==> src/rtl/ram_port_arbiter.sv <==
// Two-requester arbiter/sequencer for the shared RAM data port: SELECT then ACCESS pipeline.
// Define RAM_ARB_FIXED_PRIORITY_EN to make r0 win every tie instead of round-robin.
module ram_port_arbiter #(
    parameter int unsigned DATA_WIDTH = 32,
    parameter int unsigned ADDR_WIDTH = 16
) (
    input  logic                  clock,
    input  logic                  reset,
    input  logic                  r0_req,
    input  logic                  r0_wEn,
    input  logic [ADDR_WIDTH-1:0] r0_address,
    input  logic [DATA_WIDTH-1:0] r0_write_data,
    output logic                  r0_gnt,
    output logic                  r0_valid,
    output logic [DATA_WIDTH-1:0] r0_read_data,
    input  logic                  r1_req,
    input  logic                  r1_wEn,
    input  logic [ADDR_WIDTH-1:0] r1_address,
    input  logic [DATA_WIDTH-1:0] r1_write_data,
    output logic                  r1_gnt,
    output logic                  r1_valid,
    output logic [DATA_WIDTH-1:0] r1_read_data,
    output logic                  wEn,
    output logic [ADDR_WIDTH-1:0] d_address,
    output logic [DATA_WIDTH-1:0] d_write_data,
    input  logic [DATA_WIDTH-1:0] d_read_data
);

    logic                  r0_gnt_q, r1_gnt_q;
    logic                  r0_valid_q, r1_valid_q;
    logic [DATA_WIDTH-1:0] r0_read_data_q, r1_read_data_q;
    logic                  wen_q;
    logic [ADDR_WIDTH-1:0] d_address_q;
    logic [DATA_WIDTH-1:0] d_write_data_q;
    logic                  acc_busy_q;
    logic                  acc_owner_q;
`ifndef RAM_ARB_FIXED_PRIORITY_EN
    logic                  last_grant_q;
`endif

    logic elig0, elig1, win0, win1;

    // A requester is ignored in its own gnt cycle, so holding req one extra cycle is harmless.
    always_comb begin
        elig0 = r0_req & ~r0_gnt_q;
        elig1 = r1_req & ~r1_gnt_q;
`ifdef RAM_ARB_FIXED_PRIORITY_EN
        win0  = elig0;
        win1  = elig1 & ~elig0;
`else
        win0  = elig0 & (~elig1 | last_grant_q);
        win1  = elig1 & (~elig0 | ~last_grant_q);
`endif
    end

    always_ff @(posedge clock) begin
        if (!reset) begin
            r0_gnt_q       <= 1'b0;
            r1_gnt_q       <= 1'b0;
            r0_valid_q     <= 1'b0;
            r1_valid_q     <= 1'b0;
            r0_read_data_q <= '0;
            r1_read_data_q <= '0;
            wen_q          <= 1'b0;
            d_address_q    <= '0;
            d_write_data_q <= '0;
            acc_busy_q     <= 1'b0;
            acc_owner_q    <= 1'b0;
`ifndef RAM_ARB_FIXED_PRIORITY_EN
            last_grant_q   <= 1'b1;
`endif
        end else begin
            r0_gnt_q   <= win0;
            r1_gnt_q   <= win1;
            acc_busy_q <= win0 | win1;
            if (win0 | win1) begin
                acc_owner_q    <= win1;
                wen_q          <= win1 ? r1_wEn : r0_wEn;
                d_address_q    <= win1 ? r1_address : r0_address;
                d_write_data_q <= win1 ? r1_write_data : r0_write_data;
`ifndef RAM_ARB_FIXED_PRIORITY_EN
                last_grant_q   <= win1;
`endif
            end else begin
                wen_q <= 1'b0;
            end
            // ACCESS completes here; a write returns the pre-write contents.
            r0_valid_q <= acc_busy_q & ~acc_owner_q;
            r1_valid_q <= acc_busy_q & acc_owner_q;
            if (acc_busy_q && !acc_owner_q) r0_read_data_q <= d_read_data;
            if (acc_busy_q && acc_owner_q)  r1_read_data_q <= d_read_data;
        end
    end

    assign r0_gnt       = r0_gnt_q;
    assign r1_gnt       = r1_gnt_q;
    assign r0_valid     = r0_valid_q;
    assign r1_valid     = r1_valid_q;
    assign r0_read_data = r0_read_data_q;
    assign r1_read_data = r1_read_data_q;
    // Reset low during an ACCESS cycle must not let a write reach the RAM.
    assign wEn          = wen_q & reset;
    assign d_address    = d_address_q;
    assign d_write_data = d_write_data_q;

endmodule

==> config.mk <==
export PLATFORM = sky130hd
export DESIGN_NAME = ram_port_arbiter
export DESIGN_NICKNAME = d
export VERILOG_FILES = /design/src/rtl/ram_port_arbiter.sv
export SDC_FILE = /design/constraint.sdc
export NUM_CORES = 1
export LEC_CHECK = 0
export ABC_AREA = 1
export CAP_MARGIN = 10
export CORE_MARGIN = 2
export CORE_UTILIZATION = 30
export DETAILED_ROUTE_END_ITERATION = 12
export PLACE_DENSITY_LB_ADDON = 0.12
export SLEW_MARGIN = 25
export SYNTH_ARGS = -nofsm -noshare
export SYNTH_HDL_FRONTEND = slang
export SYNTH_SLANG_ARGS = --single-unit
==> constraint.sdc <==
create_clock -name clock -period 1.5 [get_ports clock]
set_clock_uncertainty 0.2 [all_clocks]
set_input_delay 0.3 -clock clock [delete_from_list [all_inputs] [get_ports clock]]
set_output_delay 0.3 -clock clock [all_outputs]
set_load 0.02 [all_outputs]
======== Word level (Yosys, flattened, before mapping) ========
Index checks and enable logic that the tools add are counted.
storage, ports and cells
  bits in registers ....................... 120
  bits of input ports ..................... 134
  output and inout bits ................... 117
  word-level logic and storage cells ...... 35
cells by class
  muxes and demuxes ....................... 3
  bitwise gates (word level) .............. 16
  reductions and logical operators ........ 4
operator list
  cell                 count
  32-bit 2-to-1 mux    1
  16-bit 2-to-1 mux    1
  1-bit bitwise AND    7
  1-bit NOT            6
  1-bit OR             3
  1-bit logical AND    2
  2-bit AND reduction  1
  1-bit zero test      1
  1-bit 2-to-1 mux     1

======== Longest topological paths before layout ========
  word-level depth ........................ 7
  depth in mapped cells ................... 9
  depth with buffers taken out ............ 7

======== Least setup slack after synthesis ========
OpenSTA, ideal clock, no wires.
  path type ............................... reg2reg
  start ................................... register r0_gnt_q, in the netlist r0_gnt
  end ..................................... register d_address_q[0], in the netlist d_address[0]
  library setup time ...................... 0.113 ns
  arrival time ............................ 1.211 ns
  data required time ...................... 1.187 ns
  slack ................................... -0.024 ns
  stages on the path, launching flop included .. 10
  path buffers ............................ 2
  period minus slack after synthesis ...... 1.524 ns
  cell sequence ........................... dfxtp_1 > inv_1 > nand2_1 > nand2_1 > nand2_1 > inv_2 > buf_4 > buf_4 > nand3_1 > nand2_1
between the ends
  cells in the longest elaborated chain, start to end .. 6
  elaborated cells on any way between the ends .. 8
ends and longest elaborated chain
  item                                           line    text
  start, declared                                29      logic r0_gnt_q, r1_gnt_q;
  start signal, assigned                         73      r0_gnt_q <= win0;
  1-bit NOT *                                    45      elig0 = r0_req & ~r0_gnt_q;
  1-bit bitwise AND *                            45
  1-bit NOT                                      52      win1 = elig1 & (~elig0 | ~last_grant_q);
  1-bit OR                                       52
  1-bit bitwise AND                              52
  16-bit 2-to-1 mux or 1-bit OR (tied branches)  79, 76
  end signal, assigned                           79      d_address_q <= win1 ? r1_address : r0_address;
  end, declared                                  33      logic [ADDR_WIDTH-1:0] d_address_q;
Mark *: on every way between the ends. The rest lies on a longest branch, timed or not.
A chain may end at the register's enable or synchronous reset.

======== Worst setup path in the final report ========
  start ................................... register r1_gnt_q, in the netlist r1_gnt
  end ..................................... register d_write_data_q[12], in the netlist d_write_data[12]
between the ends
  cells in the longest elaborated chain, start to end .. 6
  elaborated cells on any way between the ends .. 8
ends and longest elaborated chain
  item                    line  text
  start, declared         29
  start signal, assigned  74    r1_gnt_q <= win1;
  1-bit NOT *             46    elig1 = r1_req & ~r1_gnt_q;
  1-bit bitwise AND *     46
  1-bit NOT               51    win0 = elig0 & (~elig1 | last_grant_q);
  1-bit OR                51
  1-bit bitwise AND       51
  1-bit OR                76    if (win0 | win1) begin
  end signal, assigned    80    d_write_data_q <= win1 ? r1_write_data : r0_write_data;
  end, declared           34    logic [DATA_WIDTH-1:0] d_write_data_q;
Marks and branches as above.

==> flow_metrics.env <==
export IMPL_outcome="completed"
export IMPL_setup_viol=0
export IMPL_cts_tree="built"
export IMPL_critical_path_max_fanout=9
export IMPL_drt_first_iter_violations=238
export IMPL_antenna_found_initial=0
export IMPL_gp_congestion=0.7885
export IMPL_cts_root_buffer_cell="sky130_fd_sc_hd__clkbuf_16"
export IMPL_power_leakage_uw=0.004240
export IMPL_postSynthAreaPerCell_um2=6.799
export IMPL_startpoint_type="flop"
export IMPL_ys_types=16
export IMPL_dieWidth_um=132.0
export IMPL_power_report_internal_total_uw=7706
export IMPL_power_per_cell_area_nw_per_um2=1268
export IMPL_clkPwrFrac=0.465
export IMPL_crit_path_end="d_write_data[12]"
export IMPL_die_area_um2=17430
export IMPL_cts_hold_fix_buffers=0
export IMPL_io_pin_count=251
export IMPL_sequential_power_share=0.346
export IMPL_cp_slowest_stage_delay_ps=350
export IMPL_reg2reg_slack_ps=10
export IMPL_detail_route_wl_per_cell_um=14.32
export IMPL_totalNegativeSetupSlack_ps=0
export IMPL_drv_slew=0
export IMPL_timing_hold_violations_final=0
export IMPL_globalRouteOverflowTotal=0
export IMPL_regArea_um2=2405
export IMPL_final_common_cell="sky130_fd_sc_hd__nand2_1"
export IMPL_total_power_uw=10390
export IMPL_num_nets_final=1117
export IMPL_hold_class="input pin to flop"
export IMPL_numClockSinks=120
export IMPL_filler_cell_count=1644
export IMPL_clock_insertion_delay_worst_skew_ps=410
export IMPL_finalWirelength_mm=17.36
export IMPL_buffers_from_clock_root_to_sink_at_most=2
export IMPL_finalWorstPathRequiredPeriod_ps=1486
export IMPL_ys_warn_count=0
export IMPL_final_period_utilization=0.9906
export IMPL_htree_levels=4
export IMPL_critPathLaunch="r1_gnt"
export IMPL_worst_ir_drop_vdd_mv=0.8139
export IMPL_synth_yosys_seq_area_share=0.4887
export IMPL_reg2reg_depth=9
export IMPL_drive_above_1_share=0.2008
export IMPL_drt_drc_violations_left=0
export IMPL_first_global_vias=4969
export IMPL_numPortBuffers=250
export IMPL_post_drt_via_cell_ratio=4.358
export IMPL_dpl_hpwl_mm=11.23
export IMPL_multiInputGateArea_um2=1969
export IMPL_layout_common_cells="sky130_fd_sc_hd__nand2_1 (147), sky130_fd_sc_hd__nor2_1 (131), sky130_fd_sc_hd__clkdlybuf4s50_1 (131)"
export IMPL_timing_critical_path_arrival_ps=1640
export IMPL_r2r_end="d_write_data[12]"
export IMPL_core_area_um2=15940
export IMPL_postRouteAntennaNets=0
export IMPL_critPathKind="flop to flop"
export IMPL_global_route_wire_length_before_repair_mm=26.16
export IMPL_synth_cells=723
export IMPL_cp_cell_sequence="inv_2 > nand2_1 > nand2_2 > buf_4 > nor2_4 > buf_12 > clkbuf_16 > nand2_1 > nand2_1"
export IMPL_transition_time_at_the_pin_with_the_least_slew_margin_ps=351.4
export IMPL_sw_frac_of_total=0.2583
export IMPL_worst_path_most_repeated_cell="sky130_fd_sc_hd__nand2_1"
export IMPL_netlist_area_um2=4916
export IMPL_area_growth_syn_to_layout_pct=66.73
export IMPL_fmax_ghz=0.6730
export IMPL_drt_first_pass_iters=5
export IMPL_crit_reg2reg_launch="r1_gnt"
export IMPL_relative_slew_margins=0.7658
export IMPL_maxCapViolCount=0
export IMPL_numCtsBuffers=17
export IMPL_critPathCaptureType="flop"
export IMPL_vias=5282
export IMPL_slowest_stage="sky130_fd_sc_hd__dfxtp_2"
export IMPL_insertedDiodeCount=0
export IMPL_start_util=0.3084
export IMPL_pin_count_of_the_biggest_net_entering_global_routing=59
export IMPL_row_count=46
export IMPL_synthesis_nets=857
export IMPL_track_usage=0.1881
export IMPL_vert_die_dim_um=132.0
export IMPL_clk_pin_slew_ps=50
export IMPL_crit_required_ps=1660
export IMPL_combinationalPowerShare=0.189
export IMPL_power_switching_uw=2684
export IMPL_flop_and_latch_count_out_of_synthesis=120
-- state kept, by name, indices dropped and copies added, names as in the netlist --
signal,flops
r0_gnt,1
r1_gnt,1
last_grant_q,1
acc_busy_q,1
acc_owner_q,1
r0_read_data,32
r1_read_data,32
d_address,16
r1_valid,1
wen_q,1
d_write_data,32
r0_valid,1
-- cell usage after synthesis --
cell                       instances  area, um^2
sky130_fd_sc_hd__nor2_2            2       12.51
sky130_fd_sc_hd__a21oi_1           2       10.01
sky130_fd_sc_hd__inv_2             3       11.26
sky130_fd_sc_hd__inv_1           103       386.6
sky130_fd_sc_hd__buf_4             4       30.03
sky130_fd_sc_hd__nand2_1         153       574.3
sky130_fd_sc_hd__buf_2            14       70.07
sky130_fd_sc_hd__o211ai_1          1       7.510
sky130_fd_sc_hd__o21ai_0          59       295.3
sky130_fd_sc_hd__o21ai_1           5       25.02
sky130_fd_sc_hd__nor2_1          132       495.5
sky130_fd_sc_hd__buf_1             2       7.510
sky130_fd_sc_hd__nand3_1          98       490.5
sky130_fd_sc_hd__clkbuf_1         24       90.09
sky130_fd_sc_hd__a211oi_1          1       7.510
sky130_fd_sc_hd__dfxtp_1         120        2402
-- layout make-up --
class                           count  share of cell area
Multi-Input combinational cell    453              0.2403
Timing Repair Buffer              285              0.2995
Sequential cell                   120              0.2934
Clock buffer                       20             0.05572
Inverter                          106             0.04854
Clock inverter                     12             0.02961
Tap cell                          216             0.03297
-- logic make-up (layout without fill, tap and decap cells) --
logic type / after synthesis / after routing / synth area share
DFF: 120 / 120 / 0.4887
AOI/OAI and AO/OA: 68 / 68 / 0.07025
buffers and inverters: 150 / 423 / 0.1212
and+or+nand+nor: 385 / 385 / 0.3199
-- worst min-delay path by stage --
stage / start / end / slack (ps) / depth (start not counted)
2_1_floorplan: d_read_data[0] / r0_read_data[0] / 230 / 2
4_1_cts: reset / last_grant_q / 120 / 3
3_5_place_dp: d_address[0] / d_address[0] / 240 / 2
5_1_grt: reset / last_grant_q / 120 / 3
3_3_place_gp: d_write_data[5] / d_write_data[5] / 240 / 2
6_report: reset / last_grant_q / 130 / 3
-- power groups by stage --
stage / logic, uW / registers, uW / clock network [uW]
CTS: 1840 / 3590 / 4920
global route: 2140 / 3620 / 5100
finish: 1960 / 3590 / 4840
detailed placement: 2070 / 3660 / 0
global placement: 2070 / 3660 / 0
floorplan: 602 / 3970 / 0
-- through the flow --
step	setup WS (ps)	hold WS (ps)	instance area, um^2	utilization	std cells
after floorplan	24.01	234.9	4917	-	723
after global placement	-326.6	237.2	7797	0.4891	1169
after detailed placement	-339.5	238.1	7797	0.4891	1169
after CTS	0.7080	115.5	7928	0.4973	1201
after global routing	-40.73	123.3	8197	0.5141	1212
final	14.14	125.8	8197	0.5141	1212
-- metal layers --
layer	global-route usage	routed length, um
met2	0.2922	7746
met3	0.07651	1353
met5	0	0
met4	0.08756	494
met1	0.2272	7767
-- worst max-delay path: cells and delay by family (launching register included) --
family / cells / cell delay [ps]
buffers and inverters: 4 / 470
DFF: 1 / 350
and+or+nand+nor: 5 / 400
-- timing repair --
action	4_1_cts	5_1_grt
pin swaps	0	6
setup buffers	0	3
endpoints found under the setup margin	116	51
cloned	0	8
resized for setup	465	21
(Power assumes the default switching activity.)
